**src/rtl/piso_tx.sv**
```systemverilog
// Parallel-in serial-out transmitter: WIDTH-bit word over valid/ready, shifted out MSB first.
// Optional even-parity trailer bit enabled by defining PISO_TX_PARITY_EN.
module piso_tx #(
  parameter int unsigned WIDTH = 16
) (
  input  logic             clk,
  input  logic             rst,
  input  logic [WIDTH-1:0] parallel_in,
  input  logic             load_valid,
  output logic             load_ready,
  output logic             serial_out,
  output logic             serial_valid,
  output logic             frame_start,
  output logic             frame_last,
  output logic             busy
);

  localparam int unsigned CW = $clog2(WIDTH);
  localparam logic [CW-1:0] CNT_LAST = CW'(WIDTH - 1);
`ifndef PISO_TX_PARITY_EN
  localparam logic [CW-1:0] CNT_PENULT = CW'(WIDTH - 2);
`endif

  localparam logic [1:0] IDLE   = 2'd0;
  localparam logic [1:0] SHIFT  = 2'd1;
`ifdef PISO_TX_PARITY_EN
  localparam logic [1:0] PARITY = 2'd2;
`endif

  logic [1:0]       state_q, state_d;
  logic [WIDTH-1:0] shreg_q, shreg_d;
  logic [CW-1:0]    cnt_q, cnt_d;
  logic             valid_q, valid_d;
  logic             start_q, start_d;
  logic             last_q, last_d;
  logic             final_bit;
  logic             accept;
`ifdef PISO_TX_PARITY_EN
  logic             parity_q, parity_d;
`endif

  // The cycle in which the frame's final bit is on the wire; a new word may load here.
`ifdef PISO_TX_PARITY_EN
  assign final_bit = (state_q == PARITY);
`else
  assign final_bit = (state_q == SHIFT) && (cnt_q == CNT_LAST);
`endif

  assign load_ready = ~rst & ((state_q == IDLE) | final_bit);
  assign accept     = load_valid & load_ready;

  always_comb begin
    state_d  = state_q;
    shreg_d  = shreg_q;
    cnt_d    = cnt_q;
    valid_d  = valid_q;
    start_d  = 1'b0;
    last_d   = 1'b0;
`ifdef PISO_TX_PARITY_EN
    parity_d = parity_q;
`endif
    if (accept) begin
      state_d  = SHIFT;
      shreg_d  = parallel_in;
      cnt_d    = '0;
      valid_d  = 1'b1;
      start_d  = 1'b1;
`ifdef PISO_TX_PARITY_EN
      parity_d = ^parallel_in;
`endif
    end else begin
      case (state_q)
        SHIFT: begin
          if (cnt_q == CNT_LAST) begin
`ifdef PISO_TX_PARITY_EN
            state_d = PARITY;
            shreg_d = {parity_q, {(WIDTH - 1){1'b0}}};
            last_d  = 1'b1;
`else
            state_d = IDLE;
            shreg_d = '0;
            cnt_d   = '0;
            valid_d = 1'b0;
`endif
          end else begin
            shreg_d = {shreg_q[WIDTH-2:0], 1'b0};
            cnt_d   = cnt_q + 1'b1;
`ifndef PISO_TX_PARITY_EN
            last_d  = (cnt_q == CNT_PENULT);
`endif
          end
        end
`ifdef PISO_TX_PARITY_EN
        PARITY: begin
          state_d = IDLE;
          shreg_d = '0;
          cnt_d   = '0;
          valid_d = 1'b0;
        end
`endif
        default: ;
      endcase
    end
  end

  always_ff @(posedge clk or posedge rst) begin
    if (rst) begin
      state_q  <= IDLE;
      shreg_q  <= '0;
      cnt_q    <= '0;
      valid_q  <= 1'b0;
      start_q  <= 1'b0;
      last_q   <= 1'b0;
`ifdef PISO_TX_PARITY_EN
      parity_q <= 1'b0;
`endif
    end else begin
      state_q  <= state_d;
      shreg_q  <= shreg_d;
      cnt_q    <= cnt_d;
      valid_q  <= valid_d;
      start_q  <= start_d;
      last_q   <= last_d;
`ifdef PISO_TX_PARITY_EN
      parity_q <= parity_d;
`endif
    end
  end

  // The shift register MSB is the wire bit; it is cleared whenever the link goes idle.
  assign serial_out   = shreg_q[WIDTH-1];
  assign serial_valid = valid_q;
  assign busy         = valid_q;
  assign frame_start  = start_q;
  assign frame_last   = last_q;

endmodule

```
**config.mk**
```make
export PLATFORM = sky130hd
export DESIGN_NAME = piso_tx
export DESIGN_NICKNAME = d
export VERILOG_FILES = /design/src/rtl/piso_tx.sv
export SDC_FILE = /design/constraint.sdc
export NUM_CORES = 1
export LEC_CHECK = 0
export CAP_MARGIN = 25
export CORE_MARGIN = 10
export CORE_UTILIZATION = 45
export DETAILED_ROUTE_END_ITERATION = 8
export GPL_ROUTABILITY_DRIVEN = 0
export PLACE_DENSITY_LB_ADDON = 0.15
export SLEW_MARGIN = 20
export SYNTH_ARGS = -nofsm -noshare
export SYNTH_HDL_FRONTEND = slang
export SYNTH_SLANG_ARGS = --single-unit
```
**constraint.sdc**
```tcl
create_clock -name clk -period 4 [get_ports clk]
set_input_delay 0.4 -clock clk [delete_from_list [all_inputs] [get_ports clk]]
set_output_delay 0.4 -clock clk [all_outputs]
set_load 0.02 [all_outputs]
```
### Word-level counts from Yosys, hierarchy flattened

Index checks and enable logic that the tools add are counted.

* output and inout port bits: 6
* RAM bits: 0
* word-level logic and storage cells: 35
* bits in latches: 0
* input port bits: 19
* bits in registers: 25
* memories: 0
* memory bits (read-only): 0

* $mul: 0
* $add $sub $neg: 1
* shifts and indexed selects: 0
* eq/ne operators: 3
* mux-type cells: 16
* reduce and logical (&&, ||, !) cells: 5
* magnitude comparators: 0
* div/mod/pow operators: 0
* bitwise gates (word level): 4

Operator list (count)
* $mux 16: 3
* $mux 4: 3
* $eq 4x4->1 const B: 2
* $mux 1: 7
* $mux 2: 3
* $add 4x1->4 const B: 1
* $reduce_bool 2->1: 2
* $and 1x1->1: 2
* $eq 2x1->1 const B: 1
* $logic_not 2->1: 1
* $reduce_and 2->1: 1
* $logic_and 1x1->1: 1
* $not 1->1: 1
* $or 1x1->1: 1

### Logic depth before layout (Yosys ltp)

* depth in word-level cells: 7
* mapped depth: 5
* depth with buffers taken out: 5

### Worst setup path before layout

Ideal clock, no wire load.

* kind: in2reg
* start: in rst
* end: reg shreg_q[1]
* stages on the path: 4
* slack: 2.210 ns
* data arrival time: 1.664 ns
* library setup time: 0.126 ns
* required time: 3.874 ns
* path buffers: 1
* path through: inv_1 a21oi_2 buf_2 a221o_1

* word-level cells in the longest chain between the ends: 4
* elaborated cells on any way between the ends: 5
* classes of those cells: mux (1); bitwise (3); reduce/logical (1)

Ends and longest elaborated chain
* start, declared: line 7 `input logic rst,`
* $not 1->1 *: line 49 `assign load_ready = ~rst & ((state_q == IDLE) | final_bit);`
* $and 1x1->1 *: line 49
* $and 1x1->1 *: line 50 `assign accept = load_valid & load_ready;`
* $mux 16 / $reduce_bool 2->1 (equally long branches)
* end signal, assigned: line 119 `shreg_q <= shreg_d;`
* end, declared: line 31 `logic [WIDTH-1:0] shreg_q, shreg_d;`

Mark *: on every way between the ends. The rest lies on a longest branch, timed or not.
A chain may end at the register's enable or synchronous reset.

### Worst setup path after layout

* start: reg cnt_q[0]
* end: out load_ready

* word-level cells in the longest chain between the ends: 4

Ends and longest elaborated chain
* start, declared: line 32 `logic [CW-1:0] cnt_q, cnt_d;`
* start signal, assigned: line 120 `cnt_q <= cnt_d;`
* $eq 4x4->1: line 46 `assign final_bit = (state_q == SHIFT) && (cnt_q == CNT_LAST);`
* $logic_and 1x1->1: line 46
* $or 1x1->1: line 49
* $and 1x1->1: line 49
* end, declared: line 10 `output logic load_ready,`

No other way between the ends.

==> key figures <==
Outcome
  – Status: finished clean

Global route
  – Global-route wire length before repair: 3850 µm
  – Initial antenna violation count: 0
  – Tot GR Track Use: a little over a tenth
  – Vias in the first global route: 853
  – GRT overflow: 0
  – Largest net degree at the start of global routing: 25

Floorplan
  – Top-level I/O count: 25
  – Die height: 68.6 µm
  – Full die area: ~4700 µm²
  – Placeable Area: 2230 µm²
  – Die X: 68.6 µm
  – Row Count: 17
  – Starting Density: 47.5%

Route
  – First-pass DRT Iterations: 4
  – Post-route ant nets: 0
  – Drt via density: 5.67
  – Iter 0 DRT Violations: 40
  – Routed len/inst: 16.9 µm
  – WL final: 2280 µm
  – Drc violations: 0
  – Total number of vias: ~770

Critical path
  – Worst Path Max Fanout: 18
  – Worst R2R Start: busy
  – Crit path kind: register to output pin
  – Worst Setup Start Kind: register
  – Cell depth of the worst flop-to-flop path: 2
  – Data required time of the critical path: 3.60 ns
  – Capturing point of the worst reg2reg path: shreg_q[2]
  – Flop2flop setup slack: about 2.3 ns
  – Crit path capture type: output pin
  – WP data arrival: 1.98 ns

Yosys
  – Synthesized instance count: 84
  – Mapped Avg Cell Area: 12.6 µm²
  – Seq cells post-synth: 23
  – Synthesized cell area: 1060 µm²
  – Ys Warns: 0
  – Number of distinct library cells after synthesis: 25
  – Post-synthesis sequential area ratio: between 50% and 60%
  – Syn nets: 105

Final layout
  – FF+latch area: ~580 µm²
  – Fill count: 218
  – Layout Nets: 129
  – Antenna cells: 0
  – P&R area growth vs syn: 25.2%
  – Multi-input gate area: 432 µm²
  – Share of post-route cells with drive strength above 1: 20.6%

Timing
  – Total negative slack: 0 ns
  – RSZ-0062 raised after global routing: false
  – # setup viols final: 0
  – Rel. slew slack: 51.1%
  – Pins Over Slew Limit: 0
  – Period utilisation layout: around three fifths
  – Min cycle time layout: between 2 and 2.5 ns
  – Slew @ Worst Pin: 0.733 ns
  – Count of final hold-check violations: 0
  – FMAX: around 420 MHz
  – Clk_skew: approximately 0.0053 ns

Clock network
  – Clock Latency Late Sink: 0.31 ns
  – Clock buffer depth: 2
  – CTS tree: built
  – # resized after CTS: 0
  – Clk root buf: clkbuf_4
  – H-tree depth: 1
  – CTS sink cnt: 23
  – CTS clk-pin slew, worst paths: 0.12 ns
  – CTS Buf Count: 3
  – Hold_buf cts: 0
  – Setup bufs post-CTS: 0

Pwr
  – VDD IR-drop max: 0.357 mV
  – Total power: 807 µW
  – Power Density: 608 nW/µm²
  – Total leakage power: approximately 0.64 nW

Job
  – Max-cap viol count: 0

Place
  – Detailed-placement wirelength estimate: 1560 µm
  – Port bufs: 24

Hold path
  – Hold/Removal Path Class: primary input to async pin
[layer usage]
| metal | up-vias | track usage, % | wire length (µm) |
|---|---|---|---|
| li1 | 366 | - | - |
| met1 | 385 | 13.2 | 1040 |
| met2 | 13 | 16.7 | 1120 |
| met3 | 2 | 3.22 | 111 |
| met4 | 0 | 5.28 | 16 |
| met5 | - | 0 | 0 |
[registers in the layout, summed over array words and instances (netlist names)]
register	count
frame_last	1
cnt_q	4
frame_start	1
shreg_q	16
busy	1
[metrics by stage]
stage	std cells	hold slack, ns	util (%)	area (µm²)	setup slack, ns
detailed placement	131	0.493	58.3	1300	1.80
finish	135	0.485	59.5	1330	1.62
floorplan	84	0.418	-	1060	2.21
global route	135	0.497	59.5	1330	1.47
global placement	131	0.488	58.3	1300	1.83
CTS	135	0.481	59.5	1330	1.59
[layout make-up]
class	count	area share [%]
repair buffers	25	18.6
multi-input cells	52	32.5
clock buffers	3	1.69
inverters	3	0.847
clock inverters	1	0.377
well taps	28	2.64
flip-flops and latches	23	43.3
[worst max-delay path by stage]
stage / start / endpoint / cells after the start
2_1_floorplan: rst / shreg_q[1] / 4
3_3_place_gp: rst / shreg_q[4] / 5
3_5_place_dp: rst / shreg_q[3] / 5
4_1_cts: cnt_q[0] / load_ready / 4
5_1_grt: cnt_q[0] / load_ready / 4
6_report: cnt_q[0] / load_ready / 4
[power breakdown]
group | total, mW | switching, mW | internal, mW
combinational | 0.308 | 0.140 | 0.168
clock | 0.105 | 0.0680 | 0.0373
sequential | 0.394 | 0.0823 | 0.311
total | 0.807 | 0.291 | 0.517
[cells by family after synthesis]
| logic type | share of synthesized area, % |
|---|---|
| mux | 0.943 |
| compound gates | 19.9 |
| simple gates | 15.8 |
| xor+xnor | 1.65 |
| fa+ha+maj | 2.36 |
| flops | 54.2 |
| buf+inv | 5.07 |
[cell usage in the layout, fill, tap and decap left out, drive strengths merged, types with 2 or more instances in the layout]
cell / n
a221o: 15
nand2: 3
nand3: 3
clkbuf: 3
xor2: 2
dfrtp: 23
a21oi: 3
ha: 2
clkdlybuf4s50: 24
and3: 15
inv: 3
nor2: 3
[worst max-delay path, cell delays in order, from the launching register on]
cell and delay (ns):
dfrtp_1 0.43, ha_1 0.23, nand3_4 0.19, a21oi_1 0.20, clkdlybuf4s50_1 0.62
[synth_stat cells (all sizes together)]
cell / n / area [µm²]
a21oi: 3 / 30.0
a221o: 15 / 159
a22o: 1 / 8.76
and3: 15 / 103
buf: 4 / 35.0
clkbuf: 2 / 7.51
dfrtp: 23 / 576
ha: 2 / 25.0
inv: 3 / 11.3
mux2i: 1 / 10.0
nand2: 3 / 11.3
nand3: 3 / 27.5
nand3b: 1 / 7.51
nor2: 3 / 11.3
o21ai: 1 / 5.00
o2bb2ai: 1 / 8.76
or2b: 1 / 7.51
xor2: 2 / 17.5
Power figures use the tool's default switching activity.
